File: src/rtl/run_link_pkg.sv
// Shared widths, sample payload and FSM encoding for the run-sample link.
package run_link_pkg;

    localparam int unsigned HR_W       = 8;
    localparam int unsigned STEP_W     = 2;
    localparam int unsigned STRIDE_W   = 8;
    localparam int unsigned HR_MIN_DEF = 30;
    localparam int unsigned HR_MAX_DEF = 220;

    typedef struct packed {
        logic [HR_W-1:0]     hr;
        logic [STEP_W-1:0]   steps;
        logic [STRIDE_W-1:0] stride;
    } sample_t;

    typedef enum logic [1:0] {
        ST_IDLE = 2'd0,
        ST_RUN  = 2'd1,
        ST_EMIT = 2'd2
    } state_t;

    // Saturate a raw heart rate into [lo, hi].
    function automatic logic [HR_W-1:0] clamp_hr(
        input logic [HR_W-1:0] hr,
        input logic [HR_W-1:0] lo,
        input logic [HR_W-1:0] hi
    );
        if (hr > hi) return hi;
        if (hr < lo) return lo;
        return hr;
    endfunction

endpackage

File: src/rtl/sample_fifo.sv
// Synchronous FIFO with registered occupancy; head is read combinationally.
module sample_fifo #(
    parameter int unsigned DEPTH = 4,
    parameter int unsigned WIDTH = 18,
    localparam int unsigned PTR_W = $clog2(DEPTH),
    localparam int unsigned CNT_W = $clog2(DEPTH) + 1
) (
    input  logic             clk,
    input  logic             rst,
    input  logic             push_i,
    input  logic             pop_i,
    input  logic [WIDTH-1:0] wdata_i,
    output logic [WIDTH-1:0] head_c,
    output logic             empty_c,
    output logic             full_next_c,
    output logic [CNT_W-1:0] count_o
);

    logic [WIDTH-1:0] mem_q [DEPTH];
    logic [PTR_W-1:0] wr_ptr_q, wr_ptr_d;
    logic [PTR_W-1:0] rd_ptr_q, rd_ptr_d;
    logic [CNT_W-1:0] count_q, count_d;
    logic             push_ok;
    logic             pop_ok;

    assign empty_c = (count_q == '0);
    assign push_ok = push_i && (count_q != CNT_W'(DEPTH));
    assign pop_ok  = pop_i && !empty_c;
    assign head_c  = mem_q[rd_ptr_q];
    assign count_o = count_q;

    // Pointer and occupancy update; push and pop together leave count unchanged.
    always_comb begin
        wr_ptr_d = wr_ptr_q;
        rd_ptr_d = rd_ptr_q;
        count_d  = count_q;
        if (push_ok) wr_ptr_d = wr_ptr_q + PTR_W'(1);
        if (pop_ok)  rd_ptr_d = rd_ptr_q + PTR_W'(1);
        case ({push_ok, pop_ok})
            2'b10:   count_d = count_q + CNT_W'(1);
            2'b01:   count_d = count_q - CNT_W'(1);
            default: count_d = count_q;
        endcase
        full_next_c = (count_d == CNT_W'(DEPTH));
    end

    always_ff @(posedge clk) begin
        if (!rst) begin
            wr_ptr_q <= '0;
            rd_ptr_q <= '0;
            count_q  <= '0;
        end else begin
            wr_ptr_q <= wr_ptr_d;
            rd_ptr_q <= rd_ptr_d;
            count_q  <= count_d;
        end
    end

    always_ff @(posedge clk) begin
        if (push_ok) mem_q[wr_ptr_q] <= wdata_i;
    end

endmodule

File: src/rtl/run_sample_transmitter.sv
// Buffers sensor run samples and replays them as paced one-cycle strobes to a step calculator.
module run_sample_transmitter
    import run_link_pkg::*;
#(
    parameter int unsigned FIFO_DEPTH      = 4,
    parameter int unsigned INTERVAL_CYCLES = 2,
    parameter int unsigned HR_MAX          = HR_MAX_DEF,
    parameter int unsigned HR_MIN          = HR_MIN_DEF
) (
    input  logic                          clk,
    input  logic                          rst,
    input  logic                          enable,
    input  logic                          in_valid,
    output logic                          in_ready,
    input  logic [HR_W-1:0]               in_hr,
    input  logic [STEP_W-1:0]             in_steps,
    input  logic [STRIDE_W-1:0]           in_stride,
    output logic [HR_W-1:0]               hr_input,
    output logic [STEP_W-1:0]             steps_per_second,
    output logic [STRIDE_W-1:0]           stride_length,
    output logic                          valid_input,
    output logic [$clog2(FIFO_DEPTH):0]   fifo_count,
    output logic [7:0]                    underrun_count,
    output logic [7:0]                    drop_count,
    output logic                          hr_clamped
);

    localparam int unsigned IV_W   = $clog2(INTERVAL_CYCLES);
    localparam int unsigned SMP_W  = $bits(sample_t);

    state_t             state_q, state_d;
    logic [IV_W-1:0]    ivl_q, ivl_d;
    sample_t            out_q, out_d;
    logic               valid_q, valid_d;
    logic               ready_q, ready_d;
    logic [7:0]         underrun_q, underrun_d;
    logic [7:0]         drop_q, drop_d;
    logic               clamped_q, clamped_d;

    logic               tick;
    logic               push;
    logic               pop;
    logic               underrun_inc;
    sample_t            wr_sample;
    logic [SMP_W-1:0]   head_bits;
    logic               fifo_empty;
    logic               fifo_full_next;

    assign push = in_valid && ready_q;
    assign tick = enable && (ivl_q == IV_W'(INTERVAL_CYCLES - 1));

    // Heart rate is clamped on the way in; steps and stride pass untouched.
    always_comb begin
        wr_sample.hr     = clamp_hr(in_hr, HR_W'(HR_MIN), HR_W'(HR_MAX));
        wr_sample.steps  = in_steps;
        wr_sample.stride = in_stride;
    end

    sample_fifo #(
        .DEPTH (FIFO_DEPTH),
        .WIDTH (SMP_W)
    ) u_fifo (
        .clk         (clk),
        .rst         (rst),
        .push_i      (push),
        .pop_i       (pop),
        .wdata_i     (wr_sample),
        .head_c      (head_bits),
        .empty_c     (fifo_empty),
        .full_next_c (fifo_full_next),
        .count_o     (fifo_count)
    );

    always_comb begin
        state_d      = state_q;
        pop          = 1'b0;
        underrun_inc = 1'b0;
        case (state_q)
            ST_IDLE: begin
                if (enable) state_d = ST_RUN;
            end
            ST_RUN: begin
                if (!enable) begin
                    state_d = ST_IDLE;
                end else if (tick) begin
                    if (!fifo_empty) begin
                        pop     = 1'b1;
                        state_d = ST_EMIT;
                    end else begin
                        underrun_inc = 1'b1;
                    end
                end
            end
            ST_EMIT: begin
                state_d = enable ? ST_RUN : ST_IDLE;
            end
            default: state_d = ST_IDLE;
        endcase
    end

    // Interval pacing, output staging and saturating status counters.
    always_comb begin
        ivl_d = '0;
        if (enable && !tick) ivl_d = ivl_q + IV_W'(1);
        out_d      = pop ? sample_t'(head_bits) : out_q;
        valid_d    = pop;
        ready_d    = !fifo_full_next;
        underrun_d = underrun_q;
        if (underrun_inc && (underrun_q != 8'hFF)) underrun_d = underrun_q + 8'd1;
        drop_d = drop_q;
        if (in_valid && !ready_q && (drop_q != 8'hFF)) drop_d = drop_q + 8'd1;
        clamped_d = clamped_q | (push && (wr_sample.hr != in_hr));
    end

    always_ff @(posedge clk) begin
        if (!rst) begin
            state_q    <= ST_IDLE;
            ivl_q      <= '0;
            out_q      <= '0;
            valid_q    <= 1'b0;
            ready_q    <= 1'b0;
            underrun_q <= '0;
            drop_q     <= '0;
            clamped_q  <= 1'b0;
        end else begin
            state_q    <= state_d;
            ivl_q      <= ivl_d;
            out_q      <= out_d;
            valid_q    <= valid_d;
            ready_q    <= ready_d;
            underrun_q <= underrun_d;
            drop_q     <= drop_d;
            clamped_q  <= clamped_d;
        end
    end

    assign in_ready         = ready_q;
    assign hr_input         = out_q.hr;
    assign steps_per_second = out_q.steps;
    assign stride_length    = out_q.stride;
    assign valid_input      = valid_q;
    assign underrun_count   = underrun_q;
    assign drop_count       = drop_q;
    assign hr_clamped       = clamped_q;

endmodule

File: config.mk
export PLATFORM = sky130hd
export DESIGN_NAME = run_sample_transmitter
export DESIGN_NICKNAME = d
export VERILOG_FILES = /design/src/rtl/run_link_pkg.sv /design/src/rtl/sample_fifo.sv /design/src/rtl/run_sample_transmitter.sv
export SDC_FILE = /design/constraint.sdc
export NUM_CORES = 1
export LEC_CHECK = 0
export CAP_MARGIN = 10
export CELL_PAD_IN_SITES_DETAIL_PLACEMENT = 1
export CELL_PAD_IN_SITES_GLOBAL_PLACEMENT = 1
export CORE_MARGIN = 1
export CORE_UTILIZATION = 45
export DETAILED_ROUTE_END_ITERATION = 10
export HOLD_SLACK_MARGIN = 0.03
export MAX_ROUTING_LAYER = met4
export PLACE_DENSITY = 0.81
export SLEW_MARGIN = 20
export SYNTH_ARGS = -nofsm -noshare
export SYNTH_HDL_FRONTEND = slang
export SYNTH_SLANG_ARGS = --single-unit
File: constraint.sdc
create_clock -name clk -period 3.5 [get_ports clk]
set_input_delay 0.7 -clock clk [delete_from_list [all_inputs] [get_ports clk]]
set_output_delay 0.7 -clock clk [all_outputs]
set_load 0.02 [all_outputs]
Word-level counts from Yosys, hierarchy flattened. Memory sizes are Yosys's and may differ from the RTL's. A register that Yosys moved wholly into a read port is not among the register bits. Cells that the tools add are included.

$add $sub $neg: 7. $mul: 0. Div/mod/pow operators: 0. Magnitude comparators: 2. Equal/unequal tests: 12. Shifts and indexed selects: 0. Mux-type cells: 24. Bitwise gates (word level): 1. Reductions and logical operators: 18.

Operators with widths (count): 2-to-1 mux 8 bit (4); adder 8 x 1 -> 8 bit, second input constant (2); inequality test 8 bit, second input constant (2); 2-to-1 mux 1 bit (14); logical AND 1 bit (9); inequality test 3 bit, second input constant (3); greater-than comparator 8 bit, second input constant (1); less-than comparator 8 x 5 -> 1 bit, second input constant (1); 2-to-1 mux 2 bit (4); inequality test 8 bit (1); case mux 2 bit (3 select lines) (1); case mux 3 bit (2 select lines) (1); zero test 1 bit (5); adder 2 x 1 -> 2 bit, second input constant (2); == test 2 x 1 -> 1 bit, second input constant (2); == test 2 bit, second input constant (2); adder 3 x 1 -> 3 bit, second input constant (1); == test 3 bit, second input constant (1); zero test 3 bit (1); AND reduction 3 bit (1); subtractor 3 x 1 -> 3 bit, second input constant (1); zero test 2 bit (1); inequality test 2 bit, second input constant (1); AND reduction 2 bit (1); other kinds (2) (2).

Register bits after elaboration: 29. Latch bits: 0. Memory bits (writable): 72. Bits in read-only memories: 0. Output and inout bits: 40. Logic and storage cells: 75. Memories kept: 1.

Memory list: u_fifo.mem_q (depth 4, width 18, rd ports 1, clocked after memory_dff 1, wr ports 1, line sample_fifo.sv:19) `logic [WIDTH-1:0] mem_q [DEPTH];`.

Depth between registers and ports, before layout. Gate-level depths: netlist of run 1.

Word-level depth: 10. Depth in mapped cells: 11. Mapped depth without buffers: 10.

By module. From an unflattened synthesis of run 1, not the netlist that was laid out.

Cell total of the unflattened synthesis: 358. Area total of the unflattened synthesis: 4844.6 sq um.

Modules (own cells, without submodules): sample_fifo (instances 1, cells an instance 150, area an instance 3139.3 sq um, seq. area each 2342.2 sq um); run_sample_transmitter (instances 1, cells an instance 208, area an instance 1705.4 sq um, seq. area each 800.8 sq um).

Worst setup path before layout of run 1. No wires, ideal clock.

Kind: input -> register. Start point: in enable. End point: reg ready_q, in the netlist in_ready. Library setup time: 0.115 ns. Arrival time: 2.516 ns. Data required time: 3.385 ns. Slack: 0.869 ns. Cell stages on the path: 11. Buffers on the path: 1. Cell sequence: and4b_2 -> nand2_1 -> inv_1 -> clkbuf_1 -> ha_1 -> inv_1 -> fa_1 -> xor2_1 -> nor2_1 -> xnor2_1 -> o21a_1.

Longest elaborated chain between the ends: 9. Elaborated cells between the ends (all ways): 10. Classes of those cells: eq/ne (3); mux (4); reduce/logical (3).

RTL lines: from (decl) (line run_sample_transmitter.sv:12) `input logic enable,`; logical AND 1 bit (line run_sample_transmitter.sv:50) `assign tick = enable && (ivl_q == IV_W'(INTERVAL_CYCLES - 1));`; 2-to-1 mux 1 bit (line run_sample_transmitter.sv:85) `end else if (tick) begin`; 2-to-1 mux 1 bit (*) (line run_sample_transmitter.sv:83) `if (!enable) begin`; 2-to-1 mux 1 bit (*) (line run_sample_transmitter.sv:78) `case (state_q)`; logical AND 1 bit (*) (line sample_fifo.sv:28) `assign pop_ok = pop_i && !empty_c;`; via u_fifo.pop_ok (line sample_fifo.sv:24) `logic pop_ok;`; == test 2 x 1 -> 1 bit / == test 2 bit (equally long branches) (line sample_fifo.sv:39) `case ({push_ok, pop_ok})`; case mux 3 bit (2 select lines) (*) (line sample_fifo.sv:39); == test 3 bit (*) (line sample_fifo.sv:44) `full_next_c = (count_d == CNT_W'(DEPTH));`; zero test 1 bit (*) (line run_sample_transmitter.sv:107) `ready_d = !fifo_full_next;`; to (signal assigned) (line run_sample_transmitter.sv:130) `ready_q <= ready_d;`; to (decl) (line run_sample_transmitter.sv:35) `logic ready_q, ready_d;`.

Mark *: on every way through the listed nets, which the timed path passes. The rest lies on a longest branch. A chain may end at the register's enable or synchronous reset.

Worst setup path in the final report of run 1.
Start point: in enable. End point: reg ready_q, in the netlist in_ready.

Longest elaborated chain between the ends: 9. Elaborated cells between the ends (all ways): 10. Classes of those cells: eq/ne (3); mux (4); reduce/logical (3).

RTL lines (line): logical AND 1 bit (run_sample_transmitter.sv:50); 2-to-1 mux 1 bit (run_sample_transmitter.sv:85); 2-to-1 mux 1 bit (*) (run_sample_transmitter.sv:83); 2-to-1 mux 1 bit (*) (run_sample_transmitter.sv:78); logical AND 1 bit (*) (sample_fifo.sv:28); == test 2 x 1 -> 1 bit / == test 2 bit (equally long branches) (sample_fifo.sv:39); case mux 3 bit (2 select lines) (*) (sample_fifo.sv:39); == test 3 bit (*) (sample_fifo.sv:44); zero test 1 bit (*) (run_sample_transmitter.sv:107).

Every way passes the cells marked *; elsewhere a longest branch is shown, timed or not.

==> results.md, run 1 <==
- Seq/Total Area, Yosys: 66.17%
- Ports: 62
- Initial detailed-routing violation count: 166
- Die Y: 104.1 um
- Busiest layer in global routing: met2
- Core ar.: 9955 um2
- Via count: 3072
- Power Density: 553.6 nW/um2
- Clk Latency, worst-skew pair: 0.51 ns
- Final Hold Fails: 0
- Final GP Congestion: 0.7362
- Maximum VDD drop: 0.3235 mV
- Fin crit share: 70.54%
- P&R area growth vs syn: 28.66%
- Final Skew: 0.007900 ns
- Leading area contributor after synthesis: edfxtp_1
- Max-Cap Viols: 0
- Syn_nets: 376
- Critical path data required time: 3.90 ns
- Max Slew Vio Count: 0
- Post-CTS Hold Buffers: 0
- Drt first pass iters: 4
- Initial antenna violation count: 0
- Clock buffer depth: 2
- Worst setup EP type: register
- Worst Path Buf+Inv: 3
- Worst Path Max Fanout: 4
- Reg clk slew, reported paths: 0.06 ns
- Synth cell types: 40
- Port Buffer Count: 61
- Setup_tns: 0 ns
- Crit path top cell by count: inv_1
- Total grt overflow: 0
- RSZ-0062 raised after global routing: no
- CTS Buf Count: 17
- Root Buffer: clkbuf_8
- Vias in the first global route: 3332
- EDFF count, synth: 72
- # setup viols final: 0
- Total track usage: 23.25%
- Rows: 36
- Met3 GRT Util: 6.391%
- Postcts setup bufs: 0
- Met1 Use GR: 26.53%
- DRC errors left: 0
- Htree depth: 4
- Final hold slack: 0.4269 ns
- Total wire length: 11.14 mm
- Total Die Area: 10830 um2
- Leak: 2.024 nW
- Critical path class: input port to register
- Critical path, cell by cell: clkdlybuf4s50_1 -> and4b_2 -> nand2_1 -> inv_1 -> ha_1 -> inv_1 -> fa_1 -> xor2_1 -> nor2_1 -> xnor2_1 -> o21a_1
- Global-route wire length before repair: 18.08 mm
- Hold/Removal Path Class: register to register
- Vias per cell: 5.418
- Ys async rst share: 0%
- Rel. slew slack: 30.75%
- Clock sinks: 119
- Slowest cell delay on critical path: 0.47 ns
- Yosys Warn Count: 0
- Startpoint types: input port
- Largest net degree at the start of global routing: 42
- Worst EP arrival: 2.87 ns
- Final Util: 60.61%
- Top delay family on crit path: buffers and inverters
- Top_reg_cell synth: edfxtp_1
- Fmax: 405.0 MHz
- Avg Synthesized Cell Area: 13.55 um2
- Most frequent cell after synthesis: edfxtp_1
- Post_cts resized: 0
- Synth cell count leaders: edfxtp_1, dfxtp_1, nand2_1
- TritonCTS clock tree: built
- Filler Cell Count: 965
- Yosys reg bits: 119
- Nets: 451
- Cell area after synthesis: 4689 um2
- Max stage delay cell, worst path: clkdlybuf4s50_1
- Post-synthesis cell count: 346
- Width of the die: 104.1 um
- Top-area cell type share of the netlist area: 46.10%
- DR WL/cell: 19.65 um
- Status: complete, no violations
- Worst-Margin Slew: 1.037 ns
- # diodes: 0
- Met2 global-route usage: 38.71%
- Post-DP Area: 5465 um2
- Post-route ant nets: 0
- Main area contributors after synthesis: edfxtp_1, dfxtp_1, mux4_2, nand2_1, a21oi_1
- Final HPWL DP: 6.953 mm
- Fin area: 6033 um2
- Share of layout cells above drive strength 1: 14.06%
- Crit path time final: 2.469 ns
- Initial Utilization: 47.11%
==> logic make-up after synthesis <==
family                   after synthesis  share of synthesized area [%]
flip-flops                           119                          66.17
AND/OR/NAND/NOR                      111                          11.23
AO/OA/AOI/OAI                         51                          6.724
adder cells (fa/ha/maj)                8                          2.294
XOR/XNOR                              10                          1.868
multiplexers                          21                          9.285
buffers and inverters                 26                          2.428
==> per-layer routing <==
metal  routed length, um  up-vias  share of wire, %
li1                    -     1425                 -
met1                4822     1567                43
met2                5864       66                53
met3                 306       14               2.7
met4                 148        0               1.3
met5                   0        -                 0
==> path summary, 6_finish.rpt <==
path,start,slack [ns],to,depth (start not counted)
worst min register to register,state_q[0]$_SDFFE_PN0P_,0.43,state_q[0]$_SDFFE_PN0P_,1
worst max-delay path,enable,1.03,in_ready$_SDFF_PN0_,11
worst min-delay path,state_q[0]$_SDFFE_PN0P_,0.43,state_q[0]$_SDFFE_PN0P_,1
worst max register to register,u_fifo.count_o[2]$_SDFF_PN0_,1.30,in_ready$_SDFF_PN0_,10
==> flip-flops by register name, indices dropped and copies added (netlist names) <==
register,flops
state_q,2
underrun_count,8
in_ready,1
ivl_q,1
hr_input,8
valid_input,1
u_fifo.rd_ptr_q,2
u_fifo.wr_ptr_q,2
hr_clamped,1
steps_per_second,2
drop_count,8
u_fifo.count_o,3
stride_length,8
u_fifo.mem_q,72
==> cells in the final DEF (no fill, tap or decap), types with 6 or more instances in the layout <==
cell type        Yosys  final
clkdlybuf4s50_1      0     61
dfxtp_1             47     47
clkinv_2             0      7
or3_1                6      6
a21oi_1             30     30
nand2_1             45     45
mux4_2              18     18
ha_1                 7      7
nand3_1             12     12
nor2_1              24     24
buf_4                0      9
xor2_1               6      6
clkbuf_16            0     16
inv_1               11     11
edfxtp_1            72     72
==> final cells by class <==
| type | count | area, um2 | area share, % |
|---|---|---|---|
| clock inverters | 12 | 132.6 | 2.198 |
| clock buffers | 20 | 435.4 | 7.217 |
| flip-flops and latches | 119 | 3103 | 51.43 |
| repair buffers | 70 | 678.2 | 11.24 |
| well taps | 133 | 166.4 | 2.758 |
| multi-input cells | 201 | 1473 | 24.41 |
| inverters | 12 | 45.04 | 0.7466 |
==> worst reg2reg max path, stage by stage, from the launching register on <==
cell	delay [ns]
dfxtp_1	0.39
or3_1	0.46
nand2_1	0.12
inv_1	0.07
ha_1	0.22
inv_1	0.07
fa_1	0.43
nand2_1	0.09
nor2_1	0.05
a21oi_1	0.12
o21a_1	0.13
==> power by group <==
| part | switching [mW] | internal [mW] | leakage, nW |
|---|---|---|---|
| Combinational | 0.0805 | 0.0639 | 0.704 |
| Clock | 0.576 | 1.09 | 0.287 |
| Sequential | 0.0167 | 1.52 | 1.03 |
| Total | 0.673 | 2.67 | 2.02 |
==> stage by stage <==
stage	cells	power (mW)	setup WS (ns)
floorplan	346	1.630	0.8689
global placement	535	1.692	0.6135
detailed placement	535	1.704	0.5253
CTS	567	3.367	1.026
global route	567	3.440	0.9224
finish	567	3.340	1.031
(Power assumes the default switching activity.)
==> inputs of run 2 (changes only) <==
==> constraint.sdc (replaced) <==
create_clock -name clk -period 2.3 [get_ports clk]
set_input_delay 0.46 -clock clk [delete_from_list [all_inputs] [get_ports clk]]
set_output_delay 0.46 -clock clk [all_outputs]
set_load 0.02 [all_outputs]
==> run 2 against run 1 <==
Effect of this change:
- flip-flop and latch count unchanged
- setup slack worse by 0.95 ns
- via count up 3.2%
- register-to-register slack worse by 1.2 ns
==> results.md, run 2 (same netlist as run 1, synthesis figures left out) <==
- Worst EP arrival: 2.62 ns
- Critical path data required time: 2.70 ns
- Most common cell after layout, fill and taps aside: edfxtp_1
- Initial detailed-routing violation count: 192
- FF-to-FF Start: u_fifo.count_o[0]$_SDFF_PN0_
- Filler Cell Count: 963
- Maximum VDD drop: 0.8325 mV
- DR WL/cell: 20.78 um
- Total wire length: 11.97 mm
- Clock buffer depth: 2
- Critical path class: input port to register
- Total power: 5.365 mW
- Global-route wire length before repair: 19.39 mm
- P&R area growth vs syn: 32.52%
- Reg with most FFs: u_fifo.mem_q
- Final GP Congestion: 0.7467
- # setup viols final: 0
- Rows: 36
- Die Y: 104.1 um
- Register Area: 3104 um2
- Vias in the first global route: 3521
- Power Density: 863.2 nW/um2
- Width of the die: 104.1 um
- Leak: 2.095 nW
- Final Hold Fails: 0
- Area of the multi-input gates: 1480 um2
- Largest net degree at the start of global routing: 42
- DRC errors left: 0
- Fmax: 450.7 MHz
- Status: complete, no violations
- Fin crit share: 96.47%
- Root Buffer: clkbuf_8
- Startpoint types: input port
- Nets: 460
- Hold/Removal Path Class: register to register
- Port Buffer Count: 61
- Rel. slew slack: 66.10%
- Htree depth: 4
- Post-CTS Hold Buffers: 0
- # diodes: 0
- Clock sinks: 119
- Total Die Area: 10830 um2
- Clk Latency, worst-skew pair: 0.51 ns
- Share of layout cells above drive strength 1: 16.93%
- Drt first pass iters: 4
- Crit path time final: 2.219 ns
- Total track usage: 24.83%
- Final Skew: 0.009420 ns
- Total grt overflow: 0
- Worst Setup SP: enable
- Max Slew Vio Count: 0
- Worst-Margin Slew: 0.5085 ns
- Reg clk slew, reported paths: 0.05 ns
- Initial Utilization: 47.11%
- TritonCTS clock tree: built
- Initial antenna violation count: 0
- Worst Path Max Fanout: 2
- Vias per cell: 5.503
- Worst setup EP type: register
- Ports: 62
- Most frequent cells in the layout: edfxtp_1, clkdlybuf4s50_1, dfxtp_1
- Via count: 3170
- Fin worst setup slack: 0.08125 ns
- Core ar.: 9955 um2
- CTS Buf Count: 17
- Final HPWL DP: 7.171 mm
- Placement Setup Slack: -0.3480 ns
- Max reg flops: 72
- Post-route ant nets: 0
- Hold Path Origin: state_q[0]$_SDFFE_PN0P_
- Max-Cap Viols: 0
-- run 2: cell count changes in the layout (fill, tap and decap cells not counted), moves of 2 or more --
cell,delta
bufinv_16,+2
clkinvlp_4,+3
clkinv_2,-3
buf_12,+4
buf_4,+5
-- run 2: power breakdown --
part | switching, mW | internal, mW | total [mW]
Clock | 0.935 | 1.86 | 2.79
Combinational | 0.131 | 0.109 | 0.240
Sequential | 0.0253 | 2.31 | 2.33
Total | 1.09 | 4.27 | 5.36
-- run 2: worst paths after layout --
| check | endpoint | slack (ns) | cells past startpoint |
|---|---|---|---|
| max reg2reg | in_ready$_SDFF_PN0_ | 0.10 | 10 |
| max | in_ready$_SDFF_PN0_ | 0.08 | 11 |
| min reg2reg | state_q[0]$_SDFFE_PN0P_ | 0.43 | 1 |
| min | state_q[0]$_SDFFE_PN0P_ | 0.43 | 1 |
-- run 2: layout make-up --
cell class | count | area share [%]
timing repair buffer | 79 | 12.80
multi-input combinational | 201 | 23.82
inverter | 12 | 0.7248
clock buffer | 18 | 6.724
tap | 133 | 2.678
sequential | 119 | 49.95
clock inverter | 14 | 3.302
-- run 2: layer usage --
layer | vias to the layer above | share of wire [%] | GRT usage, %
met3 | 12 | 4.4 | 7.331
met1 | 1616 | 41 | 28.44
met4 | 0 | 1.1 | 8.163
met2 | 92 | 53 | 41.81
met5 | - | 0 | -
li1 | 1450 | - | -
-- run 2: timing repair --
item,CTS,global route
endpoints found under the setup margin,0,1
gates resized for setup,0,2
setup buffers,0,0
endpoints found under the hold margin,0,0
-- run 2: worst max-delay path, stage by stage --
cell and delay [ns]:
clkdlybuf4s50_1 0.47, and4b_2 0.24, nand2_1 0.10, inv_1 0.11, ha_1 0.20, inv_1 0.06, fa_1 0.38, xor2_1 0.16
nor2_1 0.13, xnor2_1 0.11, o21a_1 0.20
-- run 2: metrics by stage --
stage | std cells | area [um2] | setup TNS (ns) | hold slack [ns] | utilization [%]
3_5_place_dp | 544 | 5584 | -0.7828 | 0.4184 | 56.10
3_3_place_gp | 544 | 5584 | -0.4979 | 0.4059 | 56.10
6_report | 576 | 6215 | 0 | 0.4270 | 62.43
5_1_grt | 576 | 6215 | -0.009877 | 0.4414 | 62.43
2_1_floorplan | 346 | 4692 | 0 | 0.3973 | -
4_1_cts | 576 | 6207 | 0 | 0.4309 | 62.36
